--- config.mk ---
export PLATFORM = sky130hd
export DESIGN_NAME = scroll_addr_gen
export DESIGN_NICKNAME = d
export VERILOG_FILES = /design/src/rtl/scroll_addr_gen.sv
export SDC_FILE = /design/constraint.sdc
export NUM_CORES = 1
export LEC_CHECK = 0
export ABC_AREA = 1
export CORE_AREA = 2 2 108 110
export CTS_CLUSTER_SIZE = 8
export DETAILED_ROUTE_END_ITERATION = 12
export DIE_AREA = 0 0 110 112
export PLACE_DENSITY = 0.8
export SETUP_SLACK_MARGIN = 0.1
export SYNTH_ARGS = -nofsm -noshare
export SYNTH_HDL_FRONTEND = slang
export SYNTH_SLANG_ARGS = --single-unit
export TNS_END_PERCENT = 1
--- constraint.sdc ---
create_clock -name pclk -period 5.6 [get_ports pclk]
set_input_delay 1.4 -clock pclk [delete_from_list [all_inputs] [get_ports pclk]]
set_output_delay 1.4 -clock pclk [all_outputs]
set_load 0.02 [all_outputs]
--- src/rtl/scroll_addr_gen.sv ---
// scroll_addr_gen
//   Turns screen raster coordinates into source-image memory addresses for a
//   wrapping scroller. The screen is downscaled by SCALE_SH into an IMG_W x
//   IMG_H source image, and per-frame x/y offsets scroll that image with
//   wrap-around. Offsets only move on frame_start, so every frame is drawn
//   with one constant pair of offsets.
//
//   Build option: define SCROLL_ADDR_PIPE_EN to split the multiply and the add
//   into two register stages. pixel_addr/addr_valid latency then becomes
//   2 pclk instead of 1. Nothing else changes.
//
// Ports
//   pclk, rst          pixel clock; asynchronous active-high reset
//   frame_start        one-cycle pulse at the first cycle of each frame
//   valid_in           screen pixel visible this cycle
//   h_cnt, v_cnt       screen column / line
//   en                 scroll enable (0 freezes frame counter and offsets)
//   mode               0 static, 1 up, 2 down, 3 left, 4 right, 5..7 static
//   speed              source pixels moved per step
//   frame_div          frames per step minus one
//   pixel_addr         src_y*IMG_W + src_x, forced to 0 while addr_valid = 0
//   addr_valid         valid_in delayed to line up with pixel_addr
//   x_off, y_off       current scroll offsets
//   wrap               one-cycle pulse when a step wrapped an offset
module scroll_addr_gen #(
    parameter int IMG_W    = 320,
    parameter int IMG_H    = 240,
    parameter int SCALE_SH = 1,
    parameter int ADDR_W   = 17,
    parameter int STEP_W   = 4
) (
    input  logic              pclk,
    input  logic              rst,
    input  logic              frame_start,
    input  logic              valid_in,
    input  logic [9:0]        h_cnt,
    input  logic [9:0]        v_cnt,
    input  logic              en,
    input  logic [2:0]        mode,
    input  logic [STEP_W-1:0] speed,
    input  logic [3:0]        frame_div,
    output logic [ADDR_W-1:0] pixel_addr,
    output logic              addr_valid,
    output logic [9:0]        x_off,
    output logic [8:0]        y_off,
    output logic              wrap
);

    localparam logic [2:0] MODE_UP    = 3'd1;
    localparam logic [2:0] MODE_DOWN  = 3'd2;
    localparam logic [2:0] MODE_LEFT  = 3'd3;
    localparam logic [2:0] MODE_RIGHT = 3'd4;

    localparam logic [10:0]       XW11   = 11'(IMG_W);
    localparam logic [9:0]        XW10   = 10'(IMG_W);
    localparam logic [9:0]        XMAX10 = 10'(IMG_W - 1);
    localparam logic [9:0]        YH10   = 10'(IMG_H);
    localparam logic [8:0]        YH9    = 9'(IMG_H);
    localparam logic [8:0]        YMAX9  = 9'(IMG_H - 1);
    localparam logic [15:0]       XMAX16 = 16'(IMG_W - 1);
    localparam logic [15:0]       YMAX16 = 16'(IMG_H - 1);
    localparam logic [ADDR_W-1:0] A_IMGW = ADDR_W'(IMG_W);

    // ------------------------------------------------------------------
    // Scroll state
    // ------------------------------------------------------------------
    logic [9:0]        r_x_off;
    logic [8:0]        r_y_off;
    logic [3:0]        r_fcnt;
    logic [2:0]        r_mode;
    logic [STEP_W-1:0] r_speed;
    logic [3:0]        r_fdiv;
    logic              r_wrap;

    // The config sampled at a frame_start already governs the step issued on
    // that same frame_start; between frame_starts the shadows hold it.
    logic [2:0]        w_mode;
    logic [STEP_W-1:0] w_speed;
    logic [3:0]        w_fdiv;
    assign w_mode  = frame_start ? mode      : r_mode;
    assign w_speed = frame_start ? speed     : r_speed;
    assign w_fdiv  = frame_start ? frame_div : r_fdiv;

    logic w_cnt_hit;
    logic w_step;
    assign w_cnt_hit = (r_fcnt >= w_fdiv);
    assign w_step    = frame_start && en && w_cnt_hit;

    // Speed clamped separately per axis so a step never exceeds one image.
    logic [15:0] w_spd16;
    logic [9:0]  w_spd_x;
    logic [8:0]  w_spd_y;
    assign w_spd16 = 16'(w_speed);
    assign w_spd_x = (w_spd16 > XMAX16) ? XMAX10 : w_spd16[9:0];
    assign w_spd_y = (w_spd16 > YMAX16) ? YMAX9  : w_spd16[8:0];

    logic [10:0] w_xinc;
    logic [9:0]  w_yinc;
    assign w_xinc = {1'b0, r_x_off} + {1'b0, w_spd_x};
    assign w_yinc = {1'b0, r_y_off} + {1'b0, w_spd_y};

    logic [9:0] w_x_nxt;
    logic [8:0] w_y_nxt;
    logic       w_wrap;

    // Results are always < IMG_W / IMG_H, so the narrow modular arithmetic
    // below lands on the right value even when intermediate terms overflow.
    always_comb begin
        w_x_nxt = r_x_off;
        w_y_nxt = r_y_off;
        w_wrap  = 1'b0;
        case (w_mode)
            MODE_UP: begin
                if (w_yinc >= YH10) begin
                    w_y_nxt = w_yinc[8:0] - YH9;
                    w_wrap  = 1'b1;
                end else begin
                    w_y_nxt = w_yinc[8:0];
                end
            end
            MODE_DOWN: begin
                if (r_y_off < w_spd_y) begin
                    w_y_nxt = r_y_off + YH9 - w_spd_y;
                    w_wrap  = 1'b1;
                end else begin
                    w_y_nxt = r_y_off - w_spd_y;
                end
            end
            MODE_LEFT: begin
                if (w_xinc >= XW11) begin
                    w_x_nxt = w_xinc[9:0] - XW10;
                    w_wrap  = 1'b1;
                end else begin
                    w_x_nxt = w_xinc[9:0];
                end
            end
            MODE_RIGHT: begin
                if (r_x_off < w_spd_x) begin
                    w_x_nxt = r_x_off + XW10 - w_spd_x;
                    w_wrap  = 1'b1;
                end else begin
                    w_x_nxt = r_x_off - w_spd_x;
                end
            end
            default: ;
        endcase
    end

    always_ff @(posedge pclk or posedge rst) begin
        if (rst) begin
            r_x_off <= '0;
            r_y_off <= '0;
            r_fcnt  <= '0;
            r_mode  <= '0;
            r_speed <= '0;
            r_fdiv  <= '0;
            r_wrap  <= 1'b0;
        end else begin
            r_wrap <= w_step && w_wrap;
            if (frame_start) begin
                r_mode  <= mode;
                r_speed <= speed;
                r_fdiv  <= frame_div;
                if (en) begin
                    r_fcnt <= w_cnt_hit ? 4'd0 : r_fcnt + 4'd1;
                end
            end
            if (w_step) begin
                r_x_off <= w_x_nxt;
                r_y_off <= w_y_nxt;
            end
        end
    end

    assign x_off = r_x_off;
    assign y_off = r_y_off;
    assign wrap  = r_wrap;

    // ------------------------------------------------------------------
    // Pixel address path
    // ------------------------------------------------------------------
    logic [9:0]  w_hs;
    logic [9:0]  w_hc;
    logic [10:0] w_sxs;
    logic [9:0]  w_src_x;
    logic [9:0]  w_vs;
    logic [8:0]  w_vc;
    logic [9:0]  w_sys;
    logic [8:0]  w_src_y;

    // Clamp out-of-range screen coordinates first so one conditional
    // subtract is enough to fold the offset sum back into the image.
    assign w_hs    = h_cnt >> SCALE_SH;
    assign w_hc    = (w_hs > XMAX10) ? XMAX10 : w_hs;
    assign w_sxs   = {1'b0, w_hc} + {1'b0, r_x_off};
    assign w_src_x = (w_sxs >= XW11) ? w_sxs[9:0] - XW10 : w_sxs[9:0];

    assign w_vs    = v_cnt >> SCALE_SH;
    assign w_vc    = (w_vs > {1'b0, YMAX9}) ? YMAX9 : w_vs[8:0];
    assign w_sys   = {1'b0, w_vc} + {1'b0, r_y_off};
    assign w_src_y = (w_sys >= YH10) ? w_sys[8:0] - YH9 : w_sys[8:0];

    logic [ADDR_W-1:0] w_prod;
    assign w_prod = ADDR_W'(w_src_y) * A_IMGW;

    logic [ADDR_W-1:0] r_addr;
    logic              r_av;

`ifdef SCROLL_ADDR_PIPE_EN
    logic [ADDR_W-1:0] r_prod;
    logic [9:0]        r_sx;
    logic              r_v1;

    always_ff @(posedge pclk or posedge rst) begin
        if (rst) begin
            r_prod <= '0;
            r_sx   <= '0;
            r_v1   <= 1'b0;
            r_addr <= '0;
            r_av   <= 1'b0;
        end else begin
            r_v1   <= valid_in;
            r_prod <= valid_in ? w_prod  : '0;
            r_sx   <= valid_in ? w_src_x : '0;
            r_av   <= r_v1;
            r_addr <= r_v1 ? r_prod + ADDR_W'(r_sx) : '0;
        end
    end
`else
    always_ff @(posedge pclk or posedge rst) begin
        if (rst) begin
            r_addr <= '0;
            r_av   <= 1'b0;
        end else begin
            r_av   <= valid_in;
            r_addr <= valid_in ? w_prod + ADDR_W'(w_src_x) : '0;
        end
    end
`endif

    assign pixel_addr = r_addr;
    assign addr_valid = r_av;

endmodule

==> out/metrics.yaml, run 1 <==
logic_synthesis:
  syn_inst: 932
  synth_compound_area_share_pct: 11.58
  muxShareOfSynthArea_pct: 0.3526
  synthSimpleGateAreaFrac_pct: 31.62
  syn_area_um2: 6387
  synth_top_family_by_area: "simple AND/OR/NAND/NOR gates"
  seq_area_frac_synth_pct: 20.76
  synth_xor_area_share_pct: 4.780
  yosys_warnings: 0
  synth_adder_area_share_pct: 20.65
  syn_nets: 1065
  syn_area_per_cell_um2: 6.853
  synth.distinct_cells: 50
  yosys_register_bits: 53
drt:
  wl_per_cell_um: 15.00
  drtPass1Iterations: 6
  drt_iter0_drc: 535
  viasPerCell: 5.380
  num_vias: 6774
  wl_mm: 18.89
  ant_nets: 0
  drc_errors: 0
die:
  core_area_um2: 11170
  io_pins: 74
  num_rows: 39
  start_util_pct: 57.16
  dieArea_um2: 12320
  die_y_um: 112
  die_width_um: 110
job:
  max-cap-violations: 0
clock_tree:
  clock_latency_ps: 310
  cts_tree: "yes"
  clockBufferDepth: 2
  clk_pin_slew_ps: 70
  ctsHoldBuffers: 0
  root_buffer: "clkbuf_16"
  clock-sinks: 53
  cts_inserted_buffers: 5
  htree_num_levels: 2
placement:
  dp_hpwl_mm: 12.87
  io_buffer_count: 71
  place.gp.congestion: 0.9295
  dp_cells: 1213
  dpl_cell_area_um2: 7810
sta:
  slew_headroom_pct: 32.71
  fin_ws_ps: -28.13
  finalSetupViolations: 1
  drv_slew: 0
  period_minus_slack_ps: 5628
  tightestPinTransition_ps: 998.8
  finClkSkew_ps: 8.224
  rsz0062_at_grt: "yes"
  hold_viol: 0
  fmax_mhz: 177.7
  post-route-period-util_pct: 100.5
worst_setup_path:
  crit_required_ps: 5830
  critPathMostFrequentCell: "inv_2"
  crit_type: "in -> reg"
  crit_fanout: 4
  crit_path_end_kind: "register"
  crit_path_start_kind: "input port"
  ff2ff_setup_slack_ps: 1150
  critPathMaxStageDelay_ps: 350
  worst_path_max_delay_cell: "fa_2"
  worstPathArrival_ps: 5860
cells_and_area:
  nNetsFinal: 1249
  finalInstanceArea_um2: 8663
  diodes: 0
  drive_gt1_share_pct: 24.64
  syn_to_final_growth_pct: 35.63
  final_cells: 1259
global_routing:
  antenna_found_initial: 0
  track_usage_pct: 29.53
  grt_max_degree: 54
  grt_pass1_vias: 6355
  grt_pass1_wl_mm: 29.20
  grt-ovfl-total: 0
worst_hold_path:
  min-delay-path-class: "reg -> reg"
run_status:
  violations: "negative setup slack"
  status: "complete, but fails checks"
worst max-delay path: cells and delay by family:
family,cells,cell delay [ps]
AO/OA/AOI/OAI,2,370
AND/OR/NAND/NOR,14,1600
XOR/XNOR,1,190
adder cells (fa/ha/maj),5,1200
buffers and inverters,12,1070
state kept, by name, summed over array words and instances, names as in the netlist:
name / cells
r_speed: 4
y_off: 9
x_off: 10
r_mode: 3
pixel_addr: 17
r_fcnt: 4
r_fdiv: 4
wrap: 1
addr_valid: 1
metal layers:
metal / track usage (%) / vias to the layer above / part of all wire [%]
met2: 48.75 / 243 / 49
met4: 9.705 / 0 / 3.0
met1: 39.45 / 3127 / 43
met5: 0 / - / 0
met3: 4.157 / 53 / 5.4
li1: - / 3351 / -
placed cells by master, fill, tap and decap left out, drive strengths merged, types with 2 or more instances in the layout:
master         count
xor2              27
clkdlybuf4s50     63
nand2            241
o211ai             6
nor3               7
o22ai              3
dlymetal6s2s       4
dfrtp             53
nand3b             5
a21oi             56
mux2               2
nand3             73
nor4               2
nand4             17
ha                83
o21bai             3
inv              159
xnor2              7
o21ai             52
fa                14
nor2              88
buf              118
clkbuf             8
or2               10
a31oi              3
a21boi             4
synthesized netlist by cell type (all sizes together):
cell type / instances / area share [%]
nand3b: 5 / 0.59
and3b: 1 / 0.14
o31ai: 1 / 0.12
xor2: 27 / 3.8
mux2: 2 / 0.35
nor3: 7 / 0.96
xnor2: 7 / 0.96
and2: 1 / 0.098
a31oi: 3 / 0.29
o21a: 1 / 0.12
fa: 14 / 4.4
o22ai: 3 / 0.29
and3: 1 / 0.098
or2: 10 / 0.98
nor4: 2 / 0.20
nand4: 17 / 1.7
buf: 6 / 0.59
conb: 1 / 0.059
ha: 83 / 16
nor2: 88 / 5.5
a21oi: 56 / 4.8
o21bai: 3 / 0.35
nand3: 73 / 6.3
inv: 159 / 9.4
a22oi: 1 / 0.12
o21ai: 52 / 4.3
a21boi: 4 / 0.53
nand2: 241 / 15
o211ai: 6 / 0.71
clkbuf: 4 / 0.23
dfrtp: 53 / 21
cells by family after synthesis:
kind of cell	count (synthesis)
AO/OA/AOI/OAI	130
XOR/XNOR	34
adder cells (fa/ha/maj)	97
buffers and inverters	169
flip-flops	53
multiplexers	2
other	1
AND/OR/NAND/NOR	446
what timing repair did:
action / 4_1_cts / 5_1_grt
setup buffers: 26 / 13
pin swaps: 23 / 39
setup endpoints to repair: 6 / 6
gates resized for setup: 38 / 74
layout make-up:
type	instances	area [µm²]
Clock buffer	6	138.9
Clock inverter	1	7.507
Fill cell	802	2511
Inverter	159	601.8
Multi-Input combinational cell	710	4818
Sequential cell	53	1326
Tap cell	143	178.9
Timing Repair Buffer	187	1592
per-stage QoR:
step | hold WS, ps | setup WS, ps | util, % | setup TNS, ps
3_3_place_gp | 486.0 | -617.9 | 69.89 | -2998
6_report | 505.2 | -28.13 | 77.53 | -28.13
5_1_grt | 519.4 | -258.3 | 77.53 | -422.8
4_1_cts | 510.1 | 107.7 | 74.13 | 0
2_1_floorplan | 466.8 | 123.1 | - | 0
3_5_place_dp | 493.7 | -767.8 | 69.89 | -3877
path summary, 6_finish.rpt:
path / from / to / depth (start not counted)
max: v_cnt[8] / pixel_addr[16] / 34
min: r_fdiv[0] / r_fdiv[0] / 1
max reg2reg: y_off[1] / pixel_addr[16] / 27
min reg2reg: r_fdiv[0] / r_fdiv[0] / 1
max in group asynchronous: rst / r_mode[1] / 3
min in group asynchronous: rst / pixel_addr[9] / 3
Power of run 1 is left out: the tool's default activity adds up to more than one toggle a clock period on the data nets, which glitch-free logic cannot reach.
==> inputs of run 2 (changes only) <==
--- a/config.mk
+++ b/config.mk
@@ -6,11 +6,12 @@
 export NUM_CORES = 1
 export LEC_CHECK = 0
 export ABC_AREA = 1
-export CORE_AREA = 2 2 108 110
+export CORE_AREA = 2 2 118 120
 export CTS_CLUSTER_SIZE = 8
 export DETAILED_ROUTE_END_ITERATION = 12
-export DIE_AREA = 0 0 110 112
-export PLACE_DENSITY = 0.8
+export DIE_AREA = 0 0 120 122
+export GPL_ROUTABILITY_DRIVEN = 0
+export PLACE_DENSITY = 0.69
 export SETUP_SLACK_MARGIN = 0.1
 export SYNTH_ARGS = -nofsm -noshare
 export SYNTH_HDL_FRONTEND = slang
==> out/metrics.yaml, run 2 (synthesized netlist as in run 1, its figures left out) <==
worst_setup_path:
  crit_type: "in -> reg"
  worst_path_max_delay_cell: "fa_2"
  critPathMostFrequentCell: "inv_2"
  crit_required_ps: 5790
  crit_buf_inv: 12
  crit_path_end_kind: "register"
  crit_fanout: 4
  critPathMaxStageDelay_ps: 340
  crit_path_start_kind: "input port"
  path_delay_family: "simple AND/OR/NAND/NOR gates"
  worstPathArrival_ps: 5450
global_routing:
  antenna_found_initial: 0
  track_usage_pct: 23.46
  grt_max_degree: 37
  grt_pass1_vias: 6161
  grt_pass1_wl_mm: 28.19
  grt-ovfl-total: 0
placement:
  pre_cts_slack_ps: -671.9
  dp_hpwl_mm: 12.74
  io_buffer_count: 71
die:
  io_pins: 74
  start_util_pct: 47.30
  die_width_um: 120
  die_y_um: 122
  dieArea_um2: 14640
  num_rows: 43
  core_area_um2: 13500
clock_tree:
  clock_latency_ps: 300
  root_buffer: "clkbuf_16"
  clockBufferDepth: 2
  cts_inserted_buffers: 5
  cts_tree: "yes"
  clk_pin_slew_ps: 70
  ctsHoldBuffers: 0
  clock-sinks: 53
  htree_num_levels: 2
worst_hold_path:
  min-delay-path-class: "reg -> reg"
sta:
  fin_ws_ps: 343.1
  slew_headroom_pct: 47.75
  finalSetupViolations: 0
  fmax_mhz: 190.2
  rsz0062_at_grt: "yes"
  period_minus_slack_ps: 5257
  post-route-period-util_pct: 93.87
  fin_tns_setup_ps: 0
  finClkSkew_ps: 6.688
  tightestPinTransition_ps: 775.5
  hold_viol: 0
  drv_slew: 0
drt:
  wl_per_cell_um: 13.10
  wl_mm: 16.92
  drc_errors: 0
  viasPerCell: 5.070
  num_vias: 6550
  ant_nets: 0
  drt_iter0_drc: 260
  drtPass1Iterations: 5
job:
  max-cap-violations: 0
cells_and_area:
  largest_register_ffs: 17
  layout_commonest_cell: "nand2_1"
  drive_gt1_share_pct: 23.74
  syn_to_final_growth_pct: 34.89
  nNetsFinal: 1244
  mostFrequentLayoutCells: "nand2_1 (211), inv_1 (123), buf_4 (111)"
  nFillCells: 1145
  diodes: 0
run_status:
  status: "finished clean"
==> run 2: area by class of cell <==
type	count	area, µm²	share of cell area (%)
Timing Repair Buffer	182	1551	18.01
Clock buffer	6	128.9	1.496
Clock inverter	2	15.01	0.1743
Multi-Input combinational cell	710	4767	55.33
Tap cell	180	225.2	2.614
Inverter	159	601.8	6.985
Sequential cell	53	1326	15.39
==> run 2: path summary, 6_finish.rpt <==
check / from / endpoint / slack, ps / cells after the start
setup / recovery: v_cnt[8] / pixel_addr[16] / 340 / 32
hold / removal: r_fdiv[0] / r_fdiv[0] / 510 / 1
setup reg to reg: x_off[4] / pixel_addr[16] / 1550 / 27
hold reg to reg: r_fdiv[0] / r_fdiv[0] / 510 / 1
max in group asynchronous: rst / y_off[4] / 3380 / 3
min in group asynchronous: rst / addr_valid / 1390 / 2
==> run 2: timing repair <==
item | in CTS | in global routing
gates resized for setup | 44 | 59
setup endpoints to repair | 6 | 7
endpoints found under the hold margin | 0 | 0
pin swaps | 28 | 38
setup buffers | 29 | 7
==> run 2: metrics by stage <==
step / utilization, % / instance area (µm²) / hold slack (ps) / instances
3_3_place_gp: 58.07 / 7841 / 489.1 / 1248
4_1_cts: 62.03 / 8377 / 512.2 / 1285
6_report: 63.80 / 8616 / 506.8 / 1292
3_5_place_dp: 58.07 / 7841 / 495.2 / 1248
5_1_grt: 63.80 / 8616 / 540.2 / 1292
2_1_floorplan: - / 6395 / 466.8 / 932
==> run 2: worst reg2reg max path: stages (launching register included) <==
cell and delay (ps):
dfrtp_1 580, ha_4 390, inv_1 80, nor3_4 190, nand2_1 70, nand3_1 90
nand2_1 80, nand2_1 60, nand2_1 50, nand2_2 70, ha_1 150, and3b_1 180
nand4_1 110, nor2_2 150, nand2_2 80, nand3_4 110, xor2_1 150, ha_1 200
fa_1 210, nand3_1 130, a21oi_2 170, nand2_1 90, nor2_1 100, nand2_1 80
nor2_1 120, nand2_1 70, a21oi_1 120, nor2_1 50
==> run 2: routing by layer <==
metal | vias to the layer above | GRT usage, % | part of all wire (%)
li1 | 3353 | - | -
met1 | 3039 | 30.53 | 45
met2 | 132 | 40.98 | 50
met3 | 26 | 2.247 | 3.2
met4 | 0 | 7.647 | 1.9
met5 | - | 0 | 0
Power of run 2 is left out for the same reason.
==> inputs of run 3 (changes only) <==
--- a/config.mk
+++ b/config.mk
@@ -13,6 +13,7 @@
 export GPL_ROUTABILITY_DRIVEN = 0
 export PLACE_DENSITY = 0.69
 export SETUP_SLACK_MARGIN = 0.1
+export SLEW_MARGIN = 20
 export SYNTH_ARGS = -nofsm -noshare
 export SYNTH_HDL_FRONTEND = slang
 export SYNTH_SLANG_ARGS = --single-unit
==> results of run 3 <==
Final layout, timing and power as in run 2 (identical DEF).
Power of run 3 is left out for the same reason.
